File: src/rtl/maxi_read_arbiter_if.sv
// Bus bundle for the two-requester MAXI read arbiter.
// Handshake rule on every channel: valid is the MSB of the packed
// {valid, payload} word (or a separate valid bit). A transfer happens
// on a rising clock edge where valid and the matching _ready are both
// high. Once valid is raised, the source holds the payload stable until
// that transfer.
// Modport 'slave' is the arbiter's view. Modport 'master' is the view
// of whatever surrounds it: the two requesters and the MAXI port.
interface maxi_read_arbiter_if;
    logic [32:0] R0_ARADDR;
    logic [3:0]  R0_ARLEN;
    logic        R0_ARADDR_ready;
    logic [64:0] R0_RDATA;
    logic        R0_RLAST;
    logic [1:0]  R0_RRESP;
    logic        R0_RDATA_ready;

    logic [32:0] R1_ARADDR;
    logic [3:0]  R1_ARLEN;
    logic        R1_ARADDR_ready;
    logic [64:0] R1_RDATA;
    logic        R1_RLAST;
    logic [1:0]  R1_RRESP;
    logic        R1_RDATA_ready;

    logic [32:0] M_ARADDR;
    logic [3:0]  M_ARLEN;
    logic [1:0]  M_ARSIZE;
    logic [1:0]  M_ARBURST;
    logic        M_ARADDR_ready;
    logic [64:0] M_RDATA;
    logic        M_RLAST;
    logic [1:0]  M_RRESP;
    logic        M_RDATA_ready;

    modport slave (
        input  R0_ARADDR, R0_ARLEN, R0_RDATA_ready,
        input  R1_ARADDR, R1_ARLEN, R1_RDATA_ready,
        input  M_ARADDR_ready, M_RDATA, M_RLAST, M_RRESP,
        output R0_ARADDR_ready, R0_RDATA, R0_RLAST, R0_RRESP,
        output R1_ARADDR_ready, R1_RDATA, R1_RLAST, R1_RRESP,
        output M_ARADDR, M_ARLEN, M_ARSIZE, M_ARBURST, M_RDATA_ready
    );

    modport master (
        output R0_ARADDR, R0_ARLEN, R0_RDATA_ready,
        output R1_ARADDR, R1_ARLEN, R1_RDATA_ready,
        output M_ARADDR_ready, M_RDATA, M_RLAST, M_RRESP,
        input  R0_ARADDR_ready, R0_RDATA, R0_RLAST, R0_RRESP,
        input  R1_ARADDR_ready, R1_RDATA, R1_RLAST, R1_RRESP,
        input  M_ARADDR, M_ARLEN, M_ARSIZE, M_ARBURST, M_RDATA_ready
    );
endinterface

File: src/rtl/maxi_read_arbiter.sv
// Two-into-one MAXI read arbiter.
// Address requests are granted round-robin into a single AR holding
// register. The owner of each granted burst is pushed into an in-order
// FIFO. The head of that FIFO steers the read-data beats back, with no
// added latency.
module maxi_read_arbiter #(
    parameter int DEPTH = 4
) (
    input  logic                   CLK,
    input  logic                   reset,
    maxi_read_arbiter_if.slave     bus,
    output logic [$clog2(DEPTH):0] OUTSTANDING,
    output logic                   ERR
);
    localparam int PW = $clog2(DEPTH);
    localparam int CW = PW + 1;

    // AR holding register. The owner of the held burst already sits in
    // the ownership FIFO, so the register does not store it again.
    logic             hold_vld_q, hold_vld_d;
    logic [31:0]      hold_addr_q, hold_addr_d;
    logic [3:0]       hold_len_q, hold_len_d;
    // Round-robin pointer: the requester granted most recently.
    logic             last_q, last_d;
    // Ownership FIFO: one bit per burst, 0 = requester 0, 1 = requester 1.
    logic [DEPTH-1:0] own_q, own_d;
    logic [PW-1:0]    wr_ptr_q, wr_ptr_d;
    logic [PW-1:0]    rd_ptr_q, rd_ptr_d;
    logic [CW-1:0]    count_q, count_d;
    logic             err_q, err_d;

    logic req0_v, req1_v;
    logic fifo_full, fifo_empty;
    logic hold_free, grant, sel;
    logic head, pop;

    // Arbitration. This block also drives the AR-side outputs.
    always_comb begin
        req0_v     = bus.R0_ARADDR[32];
        req1_v     = bus.R1_ARADDR[32];
        fifo_full  = (count_q == CW'(DEPTH));
        fifo_empty = (count_q == '0);
        // A pop in the same cycle does not free a slot for this grant.
        hold_free  = !hold_vld_q || bus.M_ARADDR_ready;
        sel        = (req0_v && req1_v) ? !last_q : req1_v;
        grant      = hold_free && !fifo_full && (req0_v || req1_v);

        bus.R0_ARADDR_ready = grant && !sel;
        bus.R1_ARADDR_ready = grant && sel;
        bus.M_ARADDR        = {hold_vld_q, hold_addr_q};
        bus.M_ARLEN         = hold_len_q;
        bus.M_ARSIZE        = 2'b11;
        bus.M_ARBURST       = 2'b01;
    end

    // Read-data routing. The FIFO head picks the owner of the beat.
    always_comb begin
        head              = own_q[rd_ptr_q];
        bus.R0_RDATA      = '0;
        bus.R0_RLAST      = 1'b0;
        bus.R0_RRESP      = 2'b00;
        bus.R1_RDATA      = '0;
        bus.R1_RLAST      = 1'b0;
        bus.R1_RRESP      = 2'b00;
        bus.M_RDATA_ready = 1'b0;
        if (!fifo_empty) begin
            if (head) begin
                bus.R1_RDATA      = bus.M_RDATA;
                bus.R1_RLAST      = bus.M_RLAST;
                bus.R1_RRESP      = bus.M_RRESP;
                bus.M_RDATA_ready = bus.R1_RDATA_ready;
            end else begin
                bus.R0_RDATA      = bus.M_RDATA;
                bus.R0_RLAST      = bus.M_RLAST;
                bus.R0_RRESP      = bus.M_RRESP;
                bus.M_RDATA_ready = bus.R0_RDATA_ready;
            end
        end
        pop = bus.M_RDATA[64] && bus.M_RDATA_ready && bus.M_RLAST;
    end

    // Next state for the holding register, the FIFO and the error flag.
    always_comb begin
        hold_vld_d  = hold_vld_q;
        hold_addr_d = hold_addr_q;
        hold_len_d  = hold_len_q;
        last_d      = last_q;
        own_d       = own_q;
        wr_ptr_d    = wr_ptr_q;
        rd_ptr_d    = rd_ptr_q;
        err_d       = err_q;

        // Clear to zero so that an idle M_ARADDR/M_ARLEN reads as zero.
        if (hold_vld_q && bus.M_ARADDR_ready) begin
            hold_vld_d  = 1'b0;
            hold_addr_d = '0;
            hold_len_d  = '0;
        end
        if (grant) begin
            hold_vld_d      = 1'b1;
            hold_addr_d     = sel ? bus.R1_ARADDR[31:0] : bus.R0_ARADDR[31:0];
            hold_len_d      = sel ? bus.R1_ARLEN : bus.R0_ARLEN;
            last_d          = sel;
            own_d[wr_ptr_q] = sel;
            wr_ptr_d        = wr_ptr_q + 1'b1;
        end
        if (pop) begin
            rd_ptr_d = rd_ptr_q + 1'b1;
        end
        count_d = count_q + CW'(grant) - CW'(pop);
        // A beat that arrives with no burst outstanding is a protocol error.
        if (bus.M_RDATA[64] && fifo_empty) begin
            err_d = 1'b1;
        end
    end

    // State registers. Reset throws away all outstanding ownership.
    always_ff @(posedge CLK) begin
        if (reset) begin
            hold_vld_q  <= 1'b0;
            hold_addr_q <= '0;
            hold_len_q  <= '0;
            last_q      <= 1'b1;
            own_q       <= '0;
            wr_ptr_q    <= '0;
            rd_ptr_q    <= '0;
            count_q     <= '0;
            err_q       <= 1'b0;
        end else begin
            hold_vld_q  <= hold_vld_d;
            hold_addr_q <= hold_addr_d;
            hold_len_q  <= hold_len_d;
            last_q      <= last_d;
            own_q       <= own_d;
            wr_ptr_q    <= wr_ptr_d;
            rd_ptr_q    <= rd_ptr_d;
            count_q     <= count_d;
            err_q       <= err_d;
        end
    end

    assign OUTSTANDING = count_q;
    assign ERR         = err_q;
endmodule
File: src/flat_wrapper.sv
// flat-port wrapper written by rule: the top's interface ports become plain ports
module maxi_read_arbiter_flat 
#(
    parameter int DEPTH = 4
)
  (CLK, reset, OUTSTANDING, ERR, bus_R0_ARADDR, bus_R0_ARLEN, bus_R0_RDATA_ready, bus_R1_ARADDR, bus_R1_ARLEN, bus_R1_RDATA_ready, bus_M_ARADDR_ready, bus_M_RDATA, bus_M_RLAST, bus_M_RRESP, bus_R0_ARADDR_ready, bus_R0_RDATA, bus_R0_RLAST, bus_R0_RRESP, bus_R1_ARADDR_ready, bus_R1_RDATA, bus_R1_RLAST, bus_R1_RRESP, bus_M_ARADDR, bus_M_ARLEN, bus_M_ARSIZE, bus_M_ARBURST, bus_M_RDATA_ready);
  maxi_read_arbiter_if bus_i ();
  input  logic CLK;
  input  logic reset;
  output logic [$clog2(DEPTH):0] OUTSTANDING;
  output logic ERR;
  input wire logic [$bits(bus_i.R0_ARADDR)-1:0] bus_R0_ARADDR;
  input wire logic [$bits(bus_i.R0_ARLEN)-1:0] bus_R0_ARLEN;
  input wire logic [$bits(bus_i.R0_RDATA_ready)-1:0] bus_R0_RDATA_ready;
  input wire logic [$bits(bus_i.R1_ARADDR)-1:0] bus_R1_ARADDR;
  input wire logic [$bits(bus_i.R1_ARLEN)-1:0] bus_R1_ARLEN;
  input wire logic [$bits(bus_i.R1_RDATA_ready)-1:0] bus_R1_RDATA_ready;
  input wire logic [$bits(bus_i.M_ARADDR_ready)-1:0] bus_M_ARADDR_ready;
  input wire logic [$bits(bus_i.M_RDATA)-1:0] bus_M_RDATA;
  input wire logic [$bits(bus_i.M_RLAST)-1:0] bus_M_RLAST;
  input wire logic [$bits(bus_i.M_RRESP)-1:0] bus_M_RRESP;
  output wire logic [$bits(bus_i.R0_ARADDR_ready)-1:0] bus_R0_ARADDR_ready;
  output wire logic [$bits(bus_i.R0_RDATA)-1:0] bus_R0_RDATA;
  output wire logic [$bits(bus_i.R0_RLAST)-1:0] bus_R0_RLAST;
  output wire logic [$bits(bus_i.R0_RRESP)-1:0] bus_R0_RRESP;
  output wire logic [$bits(bus_i.R1_ARADDR_ready)-1:0] bus_R1_ARADDR_ready;
  output wire logic [$bits(bus_i.R1_RDATA)-1:0] bus_R1_RDATA;
  output wire logic [$bits(bus_i.R1_RLAST)-1:0] bus_R1_RLAST;
  output wire logic [$bits(bus_i.R1_RRESP)-1:0] bus_R1_RRESP;
  output wire logic [$bits(bus_i.M_ARADDR)-1:0] bus_M_ARADDR;
  output wire logic [$bits(bus_i.M_ARLEN)-1:0] bus_M_ARLEN;
  output wire logic [$bits(bus_i.M_ARSIZE)-1:0] bus_M_ARSIZE;
  output wire logic [$bits(bus_i.M_ARBURST)-1:0] bus_M_ARBURST;
  output wire logic [$bits(bus_i.M_RDATA_ready)-1:0] bus_M_RDATA_ready;
  assign bus_i.R0_ARADDR = bus_R0_ARADDR;
  assign bus_i.R0_ARLEN = bus_R0_ARLEN;
  assign bus_i.R0_RDATA_ready = bus_R0_RDATA_ready;
  assign bus_i.R1_ARADDR = bus_R1_ARADDR;
  assign bus_i.R1_ARLEN = bus_R1_ARLEN;
  assign bus_i.R1_RDATA_ready = bus_R1_RDATA_ready;
  assign bus_i.M_ARADDR_ready = bus_M_ARADDR_ready;
  assign bus_i.M_RDATA = bus_M_RDATA;
  assign bus_i.M_RLAST = bus_M_RLAST;
  assign bus_i.M_RRESP = bus_M_RRESP;
  assign bus_R0_ARADDR_ready = bus_i.R0_ARADDR_ready;
  assign bus_R0_RDATA = bus_i.R0_RDATA;
  assign bus_R0_RLAST = bus_i.R0_RLAST;
  assign bus_R0_RRESP = bus_i.R0_RRESP;
  assign bus_R1_ARADDR_ready = bus_i.R1_ARADDR_ready;
  assign bus_R1_RDATA = bus_i.R1_RDATA;
  assign bus_R1_RLAST = bus_i.R1_RLAST;
  assign bus_R1_RRESP = bus_i.R1_RRESP;
  assign bus_M_ARADDR = bus_i.M_ARADDR;
  assign bus_M_ARLEN = bus_i.M_ARLEN;
  assign bus_M_ARSIZE = bus_i.M_ARSIZE;
  assign bus_M_ARBURST = bus_i.M_ARBURST;
  assign bus_M_RDATA_ready = bus_i.M_RDATA_ready;
  maxi_read_arbiter #(.DEPTH(DEPTH)) u_core (.CLK(CLK), .reset(reset), .bus(bus_i), .OUTSTANDING(OUTSTANDING), .ERR(ERR));
endmodule
File: config.mk
export PLATFORM = sky130hd
export DESIGN_NAME = maxi_read_arbiter_flat
export DESIGN_NICKNAME = d
export VERILOG_FILES = /design/src/rtl/maxi_read_arbiter_if.sv /design/src/rtl/maxi_read_arbiter.sv /design/src/flat_wrapper.sv
export SDC_FILE = /design/constraint.sdc
export NUM_CORES = 1
export LEC_CHECK = 0
export BUFFER_PORTS_ARGS = -buffer_cell sky130_fd_sc_hd__buf_2
export CORE_AREA = 2 2 127 129
export CTS_CLUSTER_SIZE = 40
export DETAILED_ROUTE_END_ITERATION = 10
export DIE_AREA = 0 0 129 131
export PLACE_DENSITY = 0.51
export SYNTH_ARGS = -nofsm -noshare
export SYNTH_HDL_FRONTEND = slang
export SYNTH_SLANG_ARGS = --single-unit
export TNS_END_PERCENT = 100
File: constraint.sdc
create_clock -name CLK -period 4.29 [get_ports CLK]
set_input_delay 0.429 -clock CLK [delete_from_list [all_inputs] [get_ports CLK]]
set_output_delay 0.429 -clock CLK [all_outputs]
set_load 0.05 [all_outputs]
==> metrics, run 1 <==
internal power=0.00141 W; Post-synth ARST share=0%; Setup TNS Final=0 ns; WS Path Type=flop to flop; maximum VDD drop=0.000263 V; Routed Wire Length=14,800 microns; Hold Crit Class=primary input to flop; count leader, synth=nor2_1; Iter 0 DRT Violations=183; pin count of the biggest net entering global routing=69; number of port buffers=326; ant diodes=0; Hold Vio Cnt, Final=0; Unique masters post-synth=32; max-cap violation count=0; Hold WS=0.419 ns; mapped cell area=3380 sq um; largest area contributor in the netlist=dfxtp_1; DR vias/cell=4.29; RSZ-0062 raised after global routing=false; main flop type after synthesis=dfxtp_1; cts hold-fix bufs=0; drt first pass iters=4; EDFF count, synth=0; P&R area growth vs syn=56.4%; Final GP Congestion=0.741; Worst setup SP type=flop; vias in the first global route=4,054; worst rel slew slack=32.9%; YS warnings=0; via count=4,410; Final ANT Viol Nets=0; hold-critical path depth=3; Clock Sinks=50; Rows=46; Tightest Pin Transition=1.01 ns; Core Footprint=15,600 sq um; status=completed; die area=16,900 sq um; Sequential Power Share=15.1%; largest cells by area after synthesis=dfxtp_1 30%, nor2_1 16%, mux2_2 12%; combinational power share=75.1%; Final HPWL DP=11,300 microns; I/O Pins=331; H-tree Lvls=2; DRC Markers=0; CP endpoint kind=flop; first-pass GRT wire length=21,300 microns; Die Height=131 microns; Syn Inst Count=521; CTS Buffer Depth=2; sequential-to-total area share from yosys stat=29.6%; Layout Cells excl Fill=1,029; Routed wire per std cell=14.4 microns; Worst EP arrival=2.97 ns; fraction of layout cells with a size suffix above 1=47.4%; CP Max Fanout=6; Reg2Reg Depth=10; syn_area_per_cell=6.48 sq um; Psw=0.00269 W; Final period util=65.9%; worst skew pair latency=0.29 ns; Post-CTS Setup Repair Bufs=0; Switching Share=65.5%; min Tclk post-route=2.83 ns; setup violators final=0; Resized Gates After CTS=0; fin util=33.9%; final setup margin=1.46 ns; post-place setup slack=1.44 ns; Clock transition at path regs=0.06 ns; CTS tree=done; PD cells=777 nW/um^2; leak pwr=2.95 nW; Initial Util=21.7%; total track usage=15.9%; Cells after DPL=1,021; initial antenna violation count=2; clock group share of total power=9.8%; GRT Residual Overflow=0; CTS Root Cell=clkbuf_16; Final Max Tran Viols=0; synth cell count leaders=145 x nor2_1, 108 x nand2_1, 50 x dfxtp_1; flops & latches, synth=50; CTS buffer count=5; CP required=4.43 ns; fin nets=966; Die X=129 microns; share of the synthesized area in the top cell type=29.6%; Clock Skews=0.00965 ns; maximum clock frequency=353 MHz; Fillers=1,758
-- path summary, 6_finish.rpt --
kind                          start                      to  slack, ns
max              u_core.rd_ptr_q[0]   u_core.OUTSTANDING[2]       1.46
min                 bus_M_RDATA[64]              u_core.ERR       0.42
max reg2reg      u_core.rd_ptr_q[0]   u_core.OUTSTANDING[2]       1.46
min reg2reg  u_core.hold_addr_q[31]  u_core.hold_addr_q[31]       0.46
-- placed cells by master (no fill, tap or decap), types with 2 or more instances in the layout --
| cell | count |
|---|---|
| xnor2_1 | 3 |
| buf_2 | 326 |
| a21oi_1 | 43 |
| nand3_1 | 40 |
| inv_1 | 10 |
| buf_4 | 7 |
| dfxtp_1 | 50 |
| conb_1 | 4 |
| nor2b_1 | 4 |
| o21ai_0 | 5 |
| mux2_2 | 37 |
| ha_1 | 6 |
| clkbuf_16 | 5 |
| or3_1 | 2 |
| nand2_1 | 108 |
| nor2_1 | 145 |
-- power by group through the flow --
| stage | Clock, W | Combinational, W | Sequential, W |
|---|---|---|---|
| after floorplan | 0 | 0.00215 | 0.000878 |
| after global placement | 0 | 0.00313 | 0.000625 |
| after detailed placement | 0 | 0.00311 | 0.000628 |
| after CTS | 0.000422 | 0.00311 | 0.000620 |
| after global routing | 0.000440 | 0.00329 | 0.000634 |
| final | 0.000404 | 0.00308 | 0.000619 |
-- worst max-delay path: stages (launching register included) --
cell,delay [ns]
dfxtp_1,0.45
mux4_2,0.59
mux2i_4,0.22
nor3b_2,0.28
ha_1,0.17
inv_1,0.04
ha_1,0.19
fa_1,0.38
xnor2_1,0.17
xnor2_1,0.13
nor2_1,0.05
-- flip-flops by register name, summed over array words and instances (netlist names) --
name,cells
u_core.ERR,1
u_core.OUTSTANDING,3
u_core.bus.M_ARLEN,4
u_core.hold_addr_q,32
u_core.hold_vld_q,1
u_core.last_q,1
u_core.own_q,4
u_core.rd_ptr_q,2
u_core.wr_ptr_q,2
-- cell type report --
| cell class | count | area (sq um) | share of cell area [%] |
|---|---|---|---|
| multi-input cells | 411 | 2140 | 40.5 |
| repair buffers | 333 | 1680 | 31.9 |
| flip-flops and latches | 50 | 1000 | 18.9 |
| well taps | 216 | 270 | 5.12 |
| clock buffers | 6 | 129 | 2.44 |
| inverters | 11 | 41.3 | 0.782 |
| clock inverters | 2 | 17.5 | 0.332 |
-- logic make-up (layout without fill, tap and decap cells) --
group,count (synthesis),count (layout),share of synthesized area (%)
flip-flops,50,50,29.6
buffers and inverters,62,352,7.96
AND/OR/NAND/NOR,305,305,36.4
XOR/XNOR,3,3,0.778
multiplexers,41,41,14.4
AO/OA/AOI/OAI,51,51,7.74
other,2,4,0.222
adder cells (fa/ha/maj),7,7,2.81
-- metrics by stage --
step | area (sq um) | total power, W
global placement | 5140 | 0.00375
global route | 5280 | 0.00437
CTS | 5280 | 0.00416
finish | 5280 | 0.00411
floorplan | 3390 | 0.00303
detailed placement | 5140 | 0.00374
-- layer usage --
layer | routed length [microns] | track usage, % | part of all wire [%] | vias up
li1 | - | - | - | 2235
met1 | 6080 | 18.8 | 41 | 1966
met2 | 7320 | 28.7 | 50 | 193
met3 | 1190 | 4.48 | 8.1 | 12
met4 | 155 | 3.64 | 1.0 | 4
met5 | 29 | 0 | 0.20 | -
(Power assumes the default switching activity.)
==> run 2: changes to the inputs <==
Settings changed: CORE_AREA 2 2 127 129 to 2 2 128 130, DIE_AREA 0 0 129 131 to 0 0 130 132, PLACE_DENSITY 0.51 to 0.5.
Clock period 4.29 ns to 2.9 ns, I/O delays scaled along.
==> metrics, run 2 (synthesized netlist as in run 1, its figures left out) <==
Routed Wire Length=14,800 microns (about the same); PD cells=1150 nW/um^2 (was 777 nW/um^2); WHS Endpoint=u_core.ERR (unchanged); Design Area, Final=5370 sq um (was 5280 sq um); Resized Gates After CTS=0 (unchanged); Final GP Congestion=0.750 (was 0.741); WS Path Type=flop to flop (unchanged); Rows=46 (unchanged); dpl cell area=5200 sq um (was 5140 sq um); CP required=3.06 ns (was 4.43 ns); Hold Crit Class=primary input to flop (unchanged); vias in the first global route=4,052 (was 4,054); setup violators final=0 (unchanged); total track usage=16.3% (was 15.9%); min Tclk post-route=2.65 ns (was 2.83 ns); min-delay src=bus_M_RDATA[64] (unchanged); reg2reg end=u_core.OUTSTANDING[2] (unchanged); Iter 0 DRT Violations=182 (was 183); die area=17,200 sq um (was 16,900 sq um); Routed wire per std cell=14.4 microns (about the same); ant diodes=0 (unchanged); CTS buffer count=5 (unchanged); max-cap violation count=0 (unchanged); commonest cells after routing, fill and taps aside=326 x buf_2, 145 x nor2_1, 108 x nand2_1, 50 x dfxtp_1, 43 x a21oi_1 (unchanged); Tightest Pin Transition=0.687 ns (was 1.01 ns); Clock transition at path regs=0.07 ns (was 0.06 ns); worst skew pair latency=0.29 ns (about the same); reg2reg start=u_core.rd_ptr_q[0] (unchanged); Clock Skews=0.00480 ns (was 0.00965 ns); Hold Vio Cnt, Final=0 (unchanged); fin nets=971 (was 966); worst rel slew slack=54.2% (was 32.9%); CTS Root Cell=clkbuf_16 (unchanged); cts hold-fix bufs=0 (unchanged); Initial Util=21.5% (was 21.7%); drt first pass iters=4 (unchanged); Post-CTS Setup Repair Bufs=0 (unchanged); CP endpoint kind=flop (unchanged); I/O Pins=331 (unchanged); maximum VDD drop=0.000507 V (was 0.000263 V); Largest Register=u_core.hold_addr_q (unchanged); P&R area growth vs syn=58.8% (was 56.4%); first-pass GRT wire length=22,100 microns (was 21,300 microns); hold-critical path depth=3 (unchanged); Final Max Tran Viols=0 (unchanged); DR vias/cell=4.24 (was 4.29); GRT Residual Overflow=0 (unchanged); Fillers=1,756 (was 1,758); Clock Sinks=50 (unchanged); via count=4,383 (was 4,410); Worst setup SP type=flop (unchanged); RSZ-0062 raised after global routing=false (unchanged); maximum clock frequency=378 MHz (was 353 MHz); number of port buffers=326 (unchanged); Final period util=91.2% (was 65.9%); leak pwr=2.99 nW (was 2.95 nW); Die X=130 microns (was 129 microns); commonest non-fill, non-tap cell in the layout=buf_2 (unchanged); Final HPWL DP=11,800 microns (was 11,300 microns); CP Max Fanout=4 (was 6); CTS Buffer Depth=2 (unchanged); H-tree Lvls=2 (unchanged); status=completed (unchanged); DRC Markers=0 (unchanged); fraction of layout cells with a size suffix above 1=47.7% (was 47.4%); Reg2Reg Depth=10 (unchanged); Die Height=132 microns (was 131 microns); Final ANT Viol Nets=0 (unchanged); Core Footprint=15,700 sq um (was 15,600 sq um); CTS tree=done (unchanged); Setup TNS Final=0 ns (unchanged); pin count of the biggest net entering global routing=69 (unchanged); initial antenna violation count=0 (was 2); Worst EP arrival=2.81 ns (was 2.97 ns); r2r setup slk=0.25 ns (was 1.46 ns); max FFs per register=32 (unchanged)
run 2: final cells by class:
cell class                 instances  area (sq um)  share of cell area [%]
inverter                          11          41.3                   0.770
timing repair buffer             338          1750                    32.6
clock inverter                     2          37.5                   0.700
tap                              216           270                    5.04
clock buffer                       6           129                    2.40
multi-input combinational        411          2140                    39.9
sequential                        50          1000                    18.7
run 2: worst max path at each step:
stage,startpoint,end,slack (ns),cells after the start
6_report,u_core.rd_ptr_q[0],u_core.OUTSTANDING[2],0.25,10
3_3_place_gp,u_core.rd_ptr_q[0],u_core.OUTSTANDING[2],0.26,10
5_1_grt,u_core.rd_ptr_q[0],u_core.OUTSTANDING[2],0.08,10
3_5_place_dp,u_core.rd_ptr_q[0],u_core.OUTSTANDING[2],0.26,10
4_1_cts,u_core.rd_ptr_q[0],u_core.OUTSTANDING[2],0.23,10
2_1_floorplan,u_core.rd_ptr_q[0],u_core.OUTSTANDING[2],0.22,12
run 2: where the power goes:
part | leakage, nW | internal [W] | switching, W | total, W
clock network | 0.0771 | 0.000408 | 0.000262 | 0.000670
registers | 0.412 | 0.000823 | 0.0000880 | 0.000911
logic | 2.50 | 0.000975 | 0.00360 | 0.00458
run 2: per-stage QoR:
stage	setup slack [ns]	util [%]	total power, W	hold slack (ns)	std cells
after floorplan	0.222	-	0.00448	0.431	523
after global placement	0.261	33.1	0.00557	0.446	1026
after detailed placement	0.256	33.1	0.00555	0.454	1026
after CTS	0.232	34.1	0.00624	0.307	1034
after global routing	0.0823	34.1	0.00654	0.350	1034
final	0.254	34.1	0.00616	0.312	1034
run 2: layer usage:
layer  global-route usage (%)  part of all wire [%]  vias to the layer above
li1                         -                     -                     2243
met1                     19.5                    41                     1916
met2                     28.6                    49                      214
met3                     3.98                   8.4                       10
met4                     4.72                   1.7                        0
met5                        0                     0                        -
run 2: worst max-delay path: stages (launching register included):
cell and delay (ns):
dfxtp_1 0.35, mux4_2 0.56, mux2i_4 0.22, nor3b_2 0.26, ha_1 0.15, inv_1 0.04
ha_1 0.20, fa_1 0.38, xnor2_1 0.17, xnor2_1 0.13, nor2_1 0.05
